**src/rtl/ti_pkg.sv**
```systemverilog
// Shared definitions for the threshold-implementation share generator:
// FSM states, LFSR constants and the LFSR next-state function.
package ti_pkg;

  typedef enum logic [1:0] {
    SEED_WAIT = 2'd0,
    RUN       = 2'd1,
    RESEED    = 2'd2
  } ti_state_e;

  localparam logic [15:0] LFSR_TAPS    = 16'hB400;
  localparam logic [15:0] LFSR_DEFAULT = 16'hACE1;

  // Galois step: shift right, fold the taps back in when a 1 falls out.
  function automatic logic [15:0] lfsr_next(input logic [15:0] cur);
    logic [15:0] nxt;
    nxt = {1'b0, cur[15:1]};
    if (cur[0]) begin
      nxt = nxt ^ LFSR_TAPS;
    end else begin
      nxt = nxt;
    end
    return nxt;
  endfunction

endpackage

```
**src/rtl/ti_lfsr16.sv**
```systemverilog
// 16-bit Galois LFSR mask source; load wins over step, and a zero seed
// is replaced by the default so the register never locks up.
module ti_lfsr16
  import ti_pkg::*;
(
  input  logic        clk,
  input  logic        rst_n,
  input  logic        load,
  input  logic [15:0] seed,
  input  logic        step,
  output logic [15:0] state
);

  logic [15:0] state_r;
  logic [15:0] seed_fix_s;

  // Substitute the default for an all-zero seed.
  always_comb begin
    seed_fix_s = seed;
    if (seed == 16'h0000) begin
      seed_fix_s = LFSR_DEFAULT;
    end else begin
      seed_fix_s = seed;
    end
  end

  // LFSR state register.
  always_ff @(posedge clk or negedge rst_n) begin
    if (!rst_n) begin
      state_r <= LFSR_DEFAULT;
    end else if (load) begin
      state_r <= seed_fix_s;
    end else if (step) begin
      state_r <= lfsr_next(state_r);
    end
  end

  assign state = state_r;

endmodule

```
**src/rtl/ti_share_gen.sv**
```systemverilog
// ti_share_gen: masks an S-box input into {data^mask, mask} shares.
// Define TI_SHARE_GLITCH_REG_EN for a second output register stage (latency 2).
module ti_share_gen
  import ti_pkg::*;
#(
  parameter int DATA_W  = 8,
  parameter int SHARE_W = 2 * DATA_W
)
(
  input  logic               clk,
  input  logic               rst_n,
  input  logic               seed_load,
  input  logic [15:0]        seed,
  input  logic               in_valid,
  output logic               in_ready,
  input  logic [DATA_W-1:0]  in_data,
  output logic               out_valid,
  input  logic               out_ready,
  output logic [SHARE_W-1:0] out_shares,
  output logic [15:0]        busy_cnt
);

  ti_state_e          state_r;
  ti_state_e          state_nxt_s;
  logic               in_ready_s;
  logic               room_s;
  logic               accept_s;
  logic [15:0]        lfsr_s;
  logic [DATA_W-1:0]  mask_s;
  logic [SHARE_W-1:0] shares_nxt_s;
  logic               out_valid_r;
  logic [SHARE_W-1:0] out_shares_r;
  logic [15:0]        busy_cnt_r;

  assign mask_s       = lfsr_s[DATA_W-1:0];
  assign shares_nxt_s = SHARE_W'({in_data ^ mask_s, mask_s});
  assign accept_s     = in_valid && in_ready_s;

  // Seed loads take priority, so an accept coinciding with a load uses the old mask.
  ti_lfsr16 u_lfsr (
    .clk   (clk),
    .rst_n (rst_n),
    .load  (seed_load),
    .seed  (seed),
    .step  (accept_s),
    .state (lfsr_s)
  );

  // FSM state register.
  always_ff @(posedge clk or negedge rst_n) begin
    if (!rst_n) begin
      state_r <= SEED_WAIT;
    end else begin
      state_r <= state_nxt_s;
    end
  end

  // Next-state and in_ready decode; inputs are only taken in RUN.
  always_comb begin
    state_nxt_s = state_r;
    in_ready_s  = 1'b0;
    case (state_r)
      SEED_WAIT: begin
        in_ready_s = 1'b0;
        if (seed_load) begin
          state_nxt_s = RUN;
        end else begin
          state_nxt_s = SEED_WAIT;
        end
      end
      RUN: begin
        in_ready_s = room_s;
        if (seed_load) begin
          state_nxt_s = RESEED;
        end else begin
          state_nxt_s = RUN;
        end
      end
      RESEED: begin
        in_ready_s  = 1'b0;
        state_nxt_s = RUN;
      end
      default: begin
        in_ready_s  = 1'b0;
        state_nxt_s = SEED_WAIT;
      end
    endcase
  end

`ifdef TI_SHARE_GLITCH_REG_EN
  logic               s1_valid_r;
  logic [SHARE_W-1:0] s1_shares_r;
  logic               s1_move_s;

  assign s1_move_s = s1_valid_r && (!out_valid_r || out_ready);
  assign room_s    = !(s1_valid_r && out_valid_r) || out_ready;

  // First stage: captures the freshly masked word.
  always_ff @(posedge clk or negedge rst_n) begin
    if (!rst_n) begin
      s1_valid_r  <= 1'b0;
      s1_shares_r <= {SHARE_W{1'b0}};
    end else if (accept_s) begin
      s1_valid_r  <= 1'b1;
      s1_shares_r <= shares_nxt_s;
    end else if (s1_move_s) begin
      s1_valid_r  <= 1'b0;
    end
  end

  // Second stage: output register fed only from the first stage.
  always_ff @(posedge clk or negedge rst_n) begin
    if (!rst_n) begin
      out_valid_r  <= 1'b0;
      out_shares_r <= {SHARE_W{1'b0}};
    end else if (s1_move_s) begin
      out_valid_r  <= 1'b1;
      out_shares_r <= s1_shares_r;
    end else if (out_ready) begin
      out_valid_r  <= 1'b0;
    end
  end
`else
  assign room_s = !out_valid_r || out_ready;

  // Single output register; an accept during a pop overwrites with valid held.
  always_ff @(posedge clk or negedge rst_n) begin
    if (!rst_n) begin
      out_valid_r  <= 1'b0;
      out_shares_r <= {SHARE_W{1'b0}};
    end else if (accept_s) begin
      out_valid_r  <= 1'b1;
      out_shares_r <= shares_nxt_s;
    end else if (out_ready) begin
      out_valid_r  <= 1'b0;
    end
  end
`endif

  // Accept counter, wraps naturally at 16 bits.
  always_ff @(posedge clk or negedge rst_n) begin
    if (!rst_n) begin
      busy_cnt_r <= 16'h0000;
    end else if (accept_s) begin
      busy_cnt_r <= busy_cnt_r + 16'h0001;
    end
  end

  assign in_ready   = in_ready_s;
  assign out_valid  = out_valid_r;
  assign out_shares = out_shares_r;
  assign busy_cnt   = busy_cnt_r;

endmodule
```
**config.mk**
```make
export PLATFORM = sky130hd
export DESIGN_NAME = ti_share_gen
export DESIGN_NICKNAME = d
export VERILOG_FILES = /design/src/rtl/ti_pkg.sv /design/src/rtl/ti_lfsr16.sv /design/src/rtl/ti_share_gen.sv
export SDC_FILE = /design/constraint.sdc
export NUM_CORES = 1
export LEC_CHECK = 0
export CAP_MARGIN = 20
export CORE_MARGIN = 2
export CORE_UTILIZATION = 35
export DETAILED_ROUTE_END_ITERATION = 8
export PLACE_DENSITY = 0.6
export SLEW_MARGIN = 20
export SYNTH_ARGS = -nofsm -noshare
export SYNTH_HDL_FRONTEND = slang
export SYNTH_SLANG_ARGS = --single-unit
```
**constraint.sdc**
```tcl
create_clock -name clk -period 1.6 [get_ports clk]
set_input_delay 0.16 -clock clk [delete_from_list [all_inputs] [get_ports clk]]
set_output_delay 0.16 -clock clk [all_outputs]
set_load 0.01 [all_outputs]
```
==> impl_metrics.json <==
{
  "outcome": "completed",
  "power_switching_mw": 1.52,
  "yosys_warnings": 0,
  "relSlewSlack": 0.735,
  "hold_class": "primary input to async pin",
  "core_area_sq_mm": 0.00642,
  "cts_tree": "built",
  "p_int_mw": 3.11,
  "post-route-period-util": 0.942,
  "dr.pass1.iters": 4,
  "maxCapViolCount": 0,
  "antenna_found_initial": 0,
  "pwr-share-comb": 0.402,
  "synth_nets": 245,
  "p_total_mw": 4.63,
  "leakagePower_nw": 1.45,
  "setup_viol": 0,
  "hold_slack_ns": 0.252,
  "ir_drop_mv": 0.666,
  "skew_ns": 0.00903,
  "regToRegSetupSlack_ns": 0.09,
  "grt.total_usage": 0.149,
  "htreeDepth": 2,
  "vias": 1815,
  "seq_power_share": 0.422,
  "io_pins": 63,
  "routed_via_density": 4.87,
  "multi_input_area_sq_mm": 0.00101,
  "cts.path.max_buffers": 2,
  "power_density_mw_per_mm2": 1410,
  "cp_max_fo": 6,
  "area.growth.synth_to_final_pct": 39.6,
  "drc": 0,
  "slew_violations": 0,
  "overflow": 0,
  "clkTransAtPathRegs_ns": 0.09,
  "dieHeight_um": 86.0,
  "rsz0062_at_grt": "no",
  "required_ns": 1.83,
  "die_w_um": 86.0,
  "max_freq_mhz": 664,
  "gp_congestion": 0.773,
  "initial_core_util": 0.366,
  "grt_pass1_wl_um": 8710,
  "ant_nets": 0,
  "port_buffers": 62,
  "grt_max_degree": 29,
  "nets": 325,
  "layout.area.seq_sq_mm": 0.00129,
  "hold_viol_final": 0,
  "cp-start-kind": "flop",
  "end_kind": "flop",
  "num_antenna_cells": 0,
  "dpl.hpwl_um": 3960,
  "clock_sinks": 51,
  "ys_types": 31,
  "dieArea_sq_mm": 0.00739,
  "grt_pass1_vias": 1837,
  "worstMarginPinSlew_ns": 0.394,
  "syn-instance-count": 215,
  "ys_seq_area_frac": 0.547,
  "synth_area_per_cell_sq_um": 10.9,
  "drt-total-wl_um": 5100,
  "sw_frac_of_total": 0.328,
  "rows": 29,
  "nFillCells": 602,
  "fin_util": 0.511,
  "period_minus_slack_ns": 1.51,
  "layout-drive-gt1-share": 0.155,
  "drt-initial-drc-count": 61,
  "worstSkewPairLatency_ns": 0.30,
  "root_buffer": "clkbuf_8",
  "critPathArrivalTime_ns": 1.74,
  "setup.worst_path.class": "flop to flop",
  "power_frac_clock": 0.176,
  "synth_area_sq_mm": 0.00235,
  "wl_per_cell_um": 13.7,
  "cts_inserted_buffers": 5,
  "synth-seq-cells": 51
}
## metrics by stage
step / TNS (ns) / instances / cell area (sq um) / setup slack, ns
floorplan: 0 / 215 / 2350 / 0.220
global placement: -0.919 / 362 / 3150 / -0.0756
detailed placement: -1.41 / 362 / 3150 / -0.140
CTS: 0 / 373 / 3280 / 0.0796
global route: 0 / 373 / 3280 / 0.0387
finish: 0 / 373 / 3280 / 0.0931
## cell usage in the layout, fill, tap and decap left out, types with 3 or more instances in the layout
master	synthesis	layout
clkdlybuf4s50_1	0	60
nand2_1	50	50
dfrtp_1	43	43
xnor2_1	24	24
buf_4	1	19
o21ai_1	16	16
nand4_1	8	8
mux2i_1	8	8
dfstp_2	8	8
nand3_1	8	7
clkbuf_8	0	7
nor4_1	4	4
o22a_1	4	4
a21oi_1	4	4
a2bb2oi_1	4	4
and2_1	3	3
nor2_1	3	3
xor2_1	3	3
## worst max-delay path, stage by stage, from the launching register on
cell     delay, ns
dfrtp_1       0.39
buf_4         0.15
nor2b_4       0.13
and3_4        0.25
mux2_4        0.31
o22a_1        0.21
## kinds of logic (layout without fill, tap and decap cells)
family | after synthesis | count (layout) | share of synthesized area
compound gates | 28 | 28 | 0.0724
xor+xnor | 27 | 27 | 0.101
fa+ha+maj | 1 | 1 | 0.00532
buf+inv | 10 | 91 | 0.0282
flops | 51 | 51 | 0.547
mux | 12 | 12 | 0.0564
simple gates | 86 | 86 | 0.190
## final cells by class
class	count	area share
Sequential cell	51	0.392
Multi-Input combinational cell	154	0.307
Timing Repair Buffer	83	0.240
Clock buffer	7	0.0294
Tap cell	77	0.0294
Clock inverter	1	0.00229
## repair_timing
action,in CTS,in global routing
endpoints found under the hold margin,9,0
hold buffers,1,0
endpoints found under the setup margin,1,0
resized for setup,2,0
buffers inserted,2,0
## cells in the mapped netlist
cell | number | area share
o21ai_1 | 16 | 0.034
nor2b_4 | 1 | 0.0059
nand2_1 | 50 | 0.080
and4_1 | 1 | 0.0037
nand4_1 | 8 | 0.021
a21oi_1 | 4 | 0.0085
mux2_1 | 2 | 0.0096
and2_1 | 3 | 0.0080
nand2b_2 | 1 | 0.0037
nor2_1 | 3 | 0.0048
mux2i_1 | 8 | 0.034
buf_4 | 1 | 0.0032
xnor2_1 | 24 | 0.089
nor4_4 | 1 | 0.0090
clkbuf_1 | 4 | 0.0064
nand2b_4 | 1 | 0.0059
dfrtp_1 | 43 | 0.46
ha_1 | 1 | 0.0053
buf_2 | 2 | 0.0043
buf_6 | 3 | 0.014
o22a_1 | 4 | 0.015
and3_4 | 1 | 0.0048
nor4_1 | 4 | 0.011
mux2_4 | 2 | 0.013
dfstp_2 | 8 | 0.089
a2bb2oi_1 | 4 | 0.015
nand3_1 | 8 | 0.017
and3_1 | 2 | 0.0053
and2b_1 | 1 | 0.0032
xor2_1 | 3 | 0.011
nor3_4 | 1 | 0.0069
## metal layers
metal / vias up / global-route usage / wire length, um
met4: 0 / 0.0563 / 88
met3: 8 / 0.0346 / 199
li1: 895 / - / -
met2: 38 / 0.239 / 2460
met1: 874 / 0.196 / 2360
met5: - / 0 / 0
## registers in the layout (all words and copies together), names as in the netlist
signal,cells
u_lfsr.state,16
out_valid,1
out_shares,16
state_r,2
busy_cnt,16
## final timing paths
path | from | to | cells after the start
hold reg to reg | out_shares[0] | out_shares[0] | 2
setup reg to reg | state_r[1] | u_lfsr.state[13] | 5
max in group asynchronous | rst_n | u_lfsr.state[6] | 3
setup / recovery | state_r[1] | u_lfsr.state[13] | 5
min in group clk | seed[9] | u_lfsr.state[9] | 3
hold / removal | rst_n | out_shares[4] | 2
## power groups by stage
stage / Combinational [mW] / Sequential [mW] / Clock, mW
6_report: 1.86 / 1.95 / 0.816
3_3_place_gp: 1.82 / 1.99 / 0
4_1_cts: 1.89 / 1.96 / 0.843
3_5_place_dp: 1.83 / 2.00 / 0
5_1_grt: 2.04 / 2.01 / 0.891
2_1_floorplan: 0.853 / 2.06 / 0
Power figures use the tool's default switching activity.
